--- config.mk ---
export PLATFORM = sky130hd
export DESIGN_NAME = meas_sequencer
export DESIGN_NICKNAME = d
export VERILOG_FILES = /design/src/rtl/meas_sequencer.sv
export SDC_FILE = /design/constraint.sdc
export NUM_CORES = 1
export LEC_CHECK = 0
export CAP_MARGIN = 30
export CELL_PAD_IN_SITES_DETAIL_PLACEMENT = 0
export CELL_PAD_IN_SITES_GLOBAL_PLACEMENT = 2
export CORE_AREA = 3 3 148 150
export DETAILED_ROUTE_END_ITERATION = 8
export DIE_AREA = 0 0 151 153
export PLACE_DENSITY = 0.64
export SLEW_MARGIN = 15
export SYNTH_ARGS = -nofsm -noshare
export SYNTH_HDL_FRONTEND = slang
export SYNTH_SLANG_ARGS = --single-unit
--- constraint.sdc ---
create_clock -name clk_i -period 2.8 [get_ports clk_i]
set_input_delay 0.28 -clock clk_i [delete_from_list [all_inputs] [get_ports clk_i]]
set_output_delay 0.28 -clock clk_i [all_outputs]
set_load 0.05 [all_outputs]
--- src/rtl/meas_sequencer.sv ---
// Masked multi-channel ADC sequencer: oversamples each enabled channel 2^AVG_LOG2 times,
// publishes the truncated mean per channel and guards every conversion with a watchdog.
module meas_sequencer #(
  parameter int NUM_CH         = 4,
  parameter int CH_W           = 2,
  parameter int DATA_W         = 16,
  parameter int AVG_LOG2       = 2,
  parameter int TIMEOUT_CYCLES = 4096
) (
  input  logic                     clk_i,
  input  logic                     rst_ni,
  input  logic                     enable_i,
  input  logic [NUM_CH-1:0]        ch_mask_i,
  input  logic [DATA_W-1:0]        adc_data_i,
  input  logic                     adc_drdy_i,
  output logic [CH_W-1:0]          adc_channel_o,
  output logic                     adc_start_o,
  output logic [NUM_CH*DATA_W-1:0] meas_flat_o,
  output logic [NUM_CH-1:0]        meas_valid_o,
  output logic                     frame_done_o,
  output logic                     timeout_o,
  output logic                     busy_o
);

  localparam int ACC_W = DATA_W + AVG_LOG2;
  localparam int CNT_W = AVG_LOG2 + 1;
  localparam int AVG_N = 1 << AVG_LOG2;
  localparam int WD_W  = $clog2(TIMEOUT_CYCLES) + 1;

  typedef enum logic [1:0] {S_IDLE, S_START, S_WAIT} state_t;

  state_t            r_state;
  state_t            w_state_next;
  logic [CH_W-1:0]   r_ch;
  logic [ACC_W-1:0]  r_acc;
  logic [CNT_W-1:0]  r_cnt;
  logic [WD_W-1:0]   r_wdog;
  logic [DATA_W-1:0] r_meas [NUM_CH];
  logic [NUM_CH-1:0] r_valid;
  logic              r_frame_done;

  logic [CH_W-1:0]   w_first;
  logic [CH_W-1:0]   w_above;
  logic              w_above_found;
  logic              w_any;
  logic [CH_W-1:0]   w_next_ch;
  logic              w_wrap;
  logic              w_drdy;
  logic              w_last;
  logic              w_tmo;
  logic              w_go_on;
  logic [ACC_W-1:0]  w_acc_sum;

  // Lowest set mask bit overall, and lowest set bit strictly above the current channel.
  always_comb begin
    w_first       = '0;
    w_above       = '0;
    w_above_found = 1'b0;
    for (int i = NUM_CH - 1; i >= 0; i--) begin
      if (ch_mask_i[i]) begin
        w_first = CH_W'(i);
        if (i > int'(r_ch)) begin
          w_above       = CH_W'(i);
          w_above_found = 1'b1;
        end
      end
    end
  end

  assign w_any     = |ch_mask_i;
  assign w_next_ch = w_above_found ? w_above : w_first;
  assign w_wrap    = w_any && !w_above_found;
  assign w_drdy    = (r_state == S_WAIT) && adc_drdy_i;
  assign w_last    = (r_cnt == CNT_W'(AVG_N - 1));
  assign w_tmo     = (r_state == S_WAIT) && !adc_drdy_i && (r_wdog == WD_W'(TIMEOUT_CYCLES - 1));
  assign w_go_on   = enable_i && w_any;
  assign w_acc_sum = r_acc + ACC_W'(adc_data_i);

  always_ff @(posedge clk_i or negedge rst_ni) begin
    if (!rst_ni) r_state <= S_IDLE;
    else         r_state <= w_state_next;
  end

  always_comb begin
    w_state_next = r_state;
    case (r_state)
      S_IDLE:  if (enable_i && w_any) w_state_next = S_START;
      S_START: w_state_next = S_WAIT;
      S_WAIT: begin
        // A channel in progress always finishes its averaging run, even with enable low.
        if (w_drdy) w_state_next = (!w_last || w_go_on) ? S_START : S_IDLE;
        else if (w_tmo) w_state_next = w_go_on ? S_START : S_IDLE;
      end
      default: w_state_next = S_IDLE;
    endcase
  end

  always_comb begin
    adc_start_o  = (r_state == S_START);
    busy_o       = (r_state != S_IDLE);
    timeout_o    = w_tmo;
    frame_done_o = r_frame_done | (w_tmo & w_wrap);
  end

  always_ff @(posedge clk_i or negedge rst_ni) begin
    if (!rst_ni) begin
      r_ch         <= '0;
      r_acc        <= '0;
      r_cnt        <= '0;
      r_wdog       <= '0;
      r_valid      <= '0;
      r_frame_done <= 1'b0;
      for (int i = 0; i < NUM_CH; i++) r_meas[i] <= '0;
    end else begin
      r_frame_done <= 1'b0;
      case (r_state)
        S_IDLE:  if (enable_i && w_any) r_ch <= w_first;
        S_START: r_wdog <= '0;
        S_WAIT: begin
          r_wdog <= r_wdog + WD_W'(1);
          if (w_drdy) begin
            if (w_last) begin
              r_meas[r_ch]  <= w_acc_sum[AVG_LOG2 +: DATA_W];
              r_valid[r_ch] <= 1'b1;
              r_acc         <= '0;
              r_cnt         <= '0;
              r_ch          <= w_next_ch;
              r_frame_done  <= w_wrap;
            end else begin
              r_acc <= w_acc_sum;
              r_cnt <= r_cnt + CNT_W'(1);
            end
          end else if (w_tmo) begin
            // Old result of a channel that stopped answering is stale.
            r_valid[r_ch] <= 1'b0;
            r_acc         <= '0;
            r_cnt         <= '0;
            r_ch          <= w_next_ch;
          end
        end
        default: ;
      endcase
    end
  end

  assign adc_channel_o = r_ch;
  assign meas_valid_o  = r_valid;

  for (genvar gi = 0; gi < NUM_CH; gi++) begin : g_flat
    assign meas_flat_o[gi*DATA_W +: DATA_W] = r_meas[gi];
  end

endmodule
# Word level (Yosys, flattened, before mapping)
# Index checks and enable logic that the tools add are counted.
dict set report classes {
  addsub 3
  magnitude_cmp 7
  n_eq_ne 8
  mux 46
  n_bitwise 6
  n_reduce_logical 22
}
# operator n
set op_table {}
lappend op_table {{$bwmux 64} 1}
lappend op_table {{$mux 18} 3}
lappend op_table {{$mux 2} 18}
lappend op_table {{$demux 16 s2} 1}
lappend op_table {{$pmux 13 s2} 1}
lappend op_table {{$add 18x16->18} 1}
lappend op_table {{$mux 16} 1}
lappend op_table {{$add 13x1->13 const B} 1}
lappend op_table {{$eq 13x12->1 const B} 1}
lappend op_table {{$mux 1} 12}
lappend op_table {{$mux 4} 3}
lappend op_table {{$mux 3} 3}
lappend op_table {{$reduce_bool 2->1} 4}
lappend op_table {{$logic_and 1x1->1} 7}
lappend op_table {{$ne 3x3->1 const B} 2}
lappend op_table {{$pmux 2 s3} 1}
lappend op_table {{$reduce_and 3->1} 2}
lappend op_table {{$and 4x4->4} 1}
lappend op_table {{$gt 2x2->1 const A} 2}
lappend op_table {{$not 4->4} 1}
lappend op_table {{$or 4x4->4} 1}
lappend op_table {{$pmux 2 s2} 1}
lappend op_table {{$reduce_and 2->1} 2}
lappend op_table {{$reduce_and 4->1} 1}
lappend op_table {{other kinds (19)} 21}
dict set report totals {
  regBits 107
  input_bits 24
  out_inout_bits 74
  wordCells 103
}

# Logic depth before layout (Yosys ltp)
dict set report logic_depth {
  depth_word 12
  mapped_depth 9
  depth_no_buf 8
}

# Worst setup path after synthesis
# OpenSTA, ideal clock, no wires.
dict set report synth_timing {
  path_type {flip-flop to output port}
  startpoint {register r_ch[1], in the netlist adc_channel_o[1]}
  endpoint {output port frame_done_o}
  arrival_ps 1998
  required_ps 2520
  slack_ps 522
  stages_incl_launch_ff 6
  n_path_buf 1
  path_cell_list {dfrtp_1 > buf_2 > inv_1 > a21oi_1 > o221ai_1 > o21bai_1}
}
dict set report synth_via {
  elab_chain_cells 11
  word_cells_on_any_way 13
  cone_classes {order compare (3); mux (6); bitwise (2); reduce/logical (2)}
}
# element line
set synth_lines {}
lappend synth_lines {{from (decl)} 34} ;# logic [CH_W-1:0] r_ch;
lappend synth_lines {{from (signal assigned)} 117} ;# S_IDLE: if (enable_i && w_any) r_ch <= w_first;
lappend synth_lines {{from (signal assigned)} 127} ;# r_ch <= w_next_ch;
lappend synth_lines {{from (signal assigned)} 138} ;# r_ch <= w_next_ch;
lappend synth_lines {{$gt 2x2->1} 62} ;# if (i > int'(r_ch)) begin
lappend synth_lines {{$mux 1} 62}
lappend synth_lines {{$mux 1} 60} ;# if (ch_mask_i[i]) begin
lappend synth_lines {{$mux 1} 62}
lappend synth_lines {{$mux 1} 60}
lappend synth_lines {{$mux 1} 62}
lappend synth_lines {{$mux 1 *} 60}
lappend synth_lines {{$logic_not 1->1 *} 72} ;# assign w_wrap = w_any && !w_above_found;
lappend synth_lines {{$logic_and 1x1->1 *} 72}
lappend synth_lines {{$and 1x1->1 *} 102} ;# frame_done_o = r_frame_done | (w_tmo & w_wrap);
lappend synth_lines {{$or 1x1->1 *} 102}
lappend synth_lines {{to (decl)} 20} ;# output logic frame_done_o,
# Mark *: on every way between the ends. The rest lies on a longest branch, timed or not.

# Worst setup path after layout
dict set report layout_timing {
  startpoint {register r_wdog[0]}
  endpoint {output port frame_done_o}
}
dict set report layout_via {
  elab_chain_cells 4
}
# element line
set layout_lines {}
lappend layout_lines {{from (decl)} 37} ;# logic [WD_W-1:0] r_wdog;
lappend layout_lines {{from (signal assigned)} 120} ;# r_wdog <= r_wdog + WD_W'(1);
lappend layout_lines {{$eq 13x12->1} 75} ;# assign w_tmo = (r_state == S_WAIT) && !adc_drdy_i && (r_wdog == WD_W'(TIMEOUT_CYCLES - 1));
lappend layout_lines {{$logic_and 1x1->1} 75}
lappend layout_lines {{$and 1x1->1} 102}
lappend layout_lines {{$or 1x1->1} 102}
# No other way between the ends.

==> metrics.cfg <==
[drt]
dr.pass1.iters = 4
initialDrtViolationCount = 237
wire_per_inst_um = 16.6
drc = 0
route.vias.total = 4091
final_antenna_net_count = 0
totalWireLength_mm = 15.0
vias_per_cell = 4.55

[setup_path]
crit_path_end_kind = primary output
crit_path_max_fanout = 6
criticalPathCategory = reg2out
arrival_ns = 2.21
slowest_stage = dfrtp_1
critPathLaunchType = flop
crit_path_max_incr_delay_ns = 0.39
path_cells = ha_1 > nand4_1 > nor4_4 > nand3b_1 > o21bai_1 > buf_4
worstPathRequired_ns = 2.52

[yosys]
ys_seq_area_frac = 0.518
synth_warnings = 0
netlist_instances = 508
synth_ff_type = dfrtp_1
synth-edff-count = 0
avgSynthCellArea_um2 = 10.2
synthArstFlopShare = 1.00
synth.cell_area_um2 = 5170
ys_types = 49
syn_nets = 555
ys_ff_latch = 107

[cells_and_area]
layout_commonest_cell = dfrtp_1
synthToLayoutAreaGrowth_pct = 33.9
final_layout_size_suffix_gt1_frac = 0.126
n_antenna_cell = 0
nets = 667
layout_common_cells = dfrtp_1, nand2_1, clkdlybuf4s50_1

[run_status]
status = complete, no violations

[floorplan]
die-area_um2 = 23100
die_w_um = 151
start_util = 0.248
core_area_um2 = 20800
die_h_um = 153
core.rowCount = 53
io_pins = 98

[timing]
fin_hold_ws_ns = 0.421
fmax_ghz = 0.401
layout_min_cycle_time_ns = 2.49
finClkSkew_ns = 0.00689
relSlewSlack = 0.599
fin_ws_ns = 0.306
worst_pin_slew_ns = 0.597
finalSetupViolCount = 0
finalHoldViolations = 0
fin_setup_tns_ns = 0
fin_crit_sh = 0.891
maxSlewViolCount = 0
rsz0062_at_grt = false

[clock_tree]
postCtsSetupRepairBufs = 0
clk_pin_slew_ns = 0.08
htree_levels = 3
worstSkewPairLatency_ns = 0.36
ctsRootBufferMaster = clkbuf_16
cts_num_sinks = 107
ctsHoldBuffers = 1
numCtsBuffers = 9
ctsResizeCount = 0
cts_tree = done
clk_path_buf_depth = 2

[placed_design]
gp_congestion = 0.792
dp_hpwl_mm = 11.2
pre_cts_ws_ns = -0.00196
port_buffers = 97

[power]
power_density_nw_per_um2 = 1300
leakage_nw = 3.15
ir_drop_uv = 377

[global_route]
grt_use_total = 0.133
grt_pass1_wl_mm = 24.0
grt_overflow = 0
grt_max_degree = 73
antenna_found_initial = 0
grt_pass1_vias = 4165

[worst_hold_path]
hold_path.class = in2async

[flow_run]
max_cap_violations = 0

where the power goes:
| group | total [W] | leakage, nW | switching [W] | internal (W) |
|---|---|---|---|---|
| clock | 0.00135 | 0.145 | 0.000642 | 0.000711 |
| sequential | 0.00255 | 1.45 | 0.000424 | 0.00213 |
| combinational | 0.00507 | 1.56 | 0.00325 | 0.00182 |
logic make-up after synthesis:
kind of cell,share of synthesized area
AND/OR/NAND/NOR,0.144
flip-flops,0.518
XOR/XNOR,0.0390
buffers and inverters,0.0298
multiplexers,0.0544
AO/OA/AOI/OAI,0.158
adder cells (fa/ha/maj),0.0571
cells in the mapped netlist (3+ instances only):
master,instances,area (um^2)
a22o_1,10,87.6
nand4_1,9,56.3
clkbuf_1,17,63.8
ha_1,22,275
nand2_1,98,368
or3_1,3,18.8
o211ai_1,4,30.0
nand3_1,12,60.1
a211oi_1,4,30.0
a31oi_1,5,31.3
xnor2_1,15,131
a21oi_1,16,80.1
dfrtp_1,107,2680
nor2_1,24,90.1
o31ai_1,3,22.5
buf_2,5,25.0
xor2_1,8,70.1
inv_1,15,56.3
nand2b_1,4,25.0
mux2_2,25,282
o21ai_0,55,275
a21o_1,11,82.6
layer usage:
| layer | GRT usage | share of wire | vias to the layer above |
|---|---|---|---|
| li1 | - | - | 2005 |
| met1 | 0.180 | 0.47 | 1980 |
| met2 | 0.216 | 0.47 | 86 |
| met3 | 0.0219 | 0.040 | 20 |
| met4 | 0.0427 | 0.020 | 0 |
| met5 | 0 | 0 | - |
area by class of cell:
| class | instances | area (um^2) |
|---|---|---|
| multi-input combinational | 362 | 2340 |
| sequential | 107 | 2680 |
| timing repair buffer | 125 | 1200 |
| clock buffer | 9 | 225 |
| tap | 275 | 344 |
| inverter | 15 | 56.3 |
| clock inverter | 7 | 82.6 |
| fill | 2130 | 13900 |
critical path, delay by kind of cell (launching register included):
kind / cells / cell delay, ns
and+or+nand+nor: 3 / 0.74
buffers and inverters: 1 / 0.23
adders and majority gates: 1 / 0.24
AOI/OAI and AO/OA: 1 / 0.26
DFF: 1 / 0.39
state kept, by name, indices dropped and copies added, names as in the netlist, named ones only:
name / cells
r_wdog: 13
adc_channel_o: 2
r_cnt: 3
meas_flat_o: 64
r_acc: 18
r_frame_done: 1
r_state: 2
path summary, 6_finish.rpt:
check | start | endpoint | slack, ns | cells after the start
max reg2reg | r_acc[0] | meas_flat_o[46] | 0.35 | 8
min reg2reg | meas_flat_o[21] | meas_flat_o[21] | 0.48 | 2
max in group asynchronous | rst_ni | r_wdog[3] | 1.61 | 3
max | r_wdog[0] | frame_done_o | 0.31 | 6
min in group clk_i | meas_flat_o[21] | meas_flat_o[21] | 0.48 | 2
min | rst_ni | meas_flat_o[20] | 0.42 | 2
per-stage QoR:
step	power, W	utilization	area, um^2	cells
CTS	0.00911	0.333	6930	900
finish	0.00898	0.333	6930	900
global route	0.00958	0.333	6930	900
global placement	0.00767	0.317	6610	883
detailed placement	0.00773	0.317	6610	883
floorplan	0.00578	-	5170	508
Note: power is estimated with default switching activity, not from simulation.
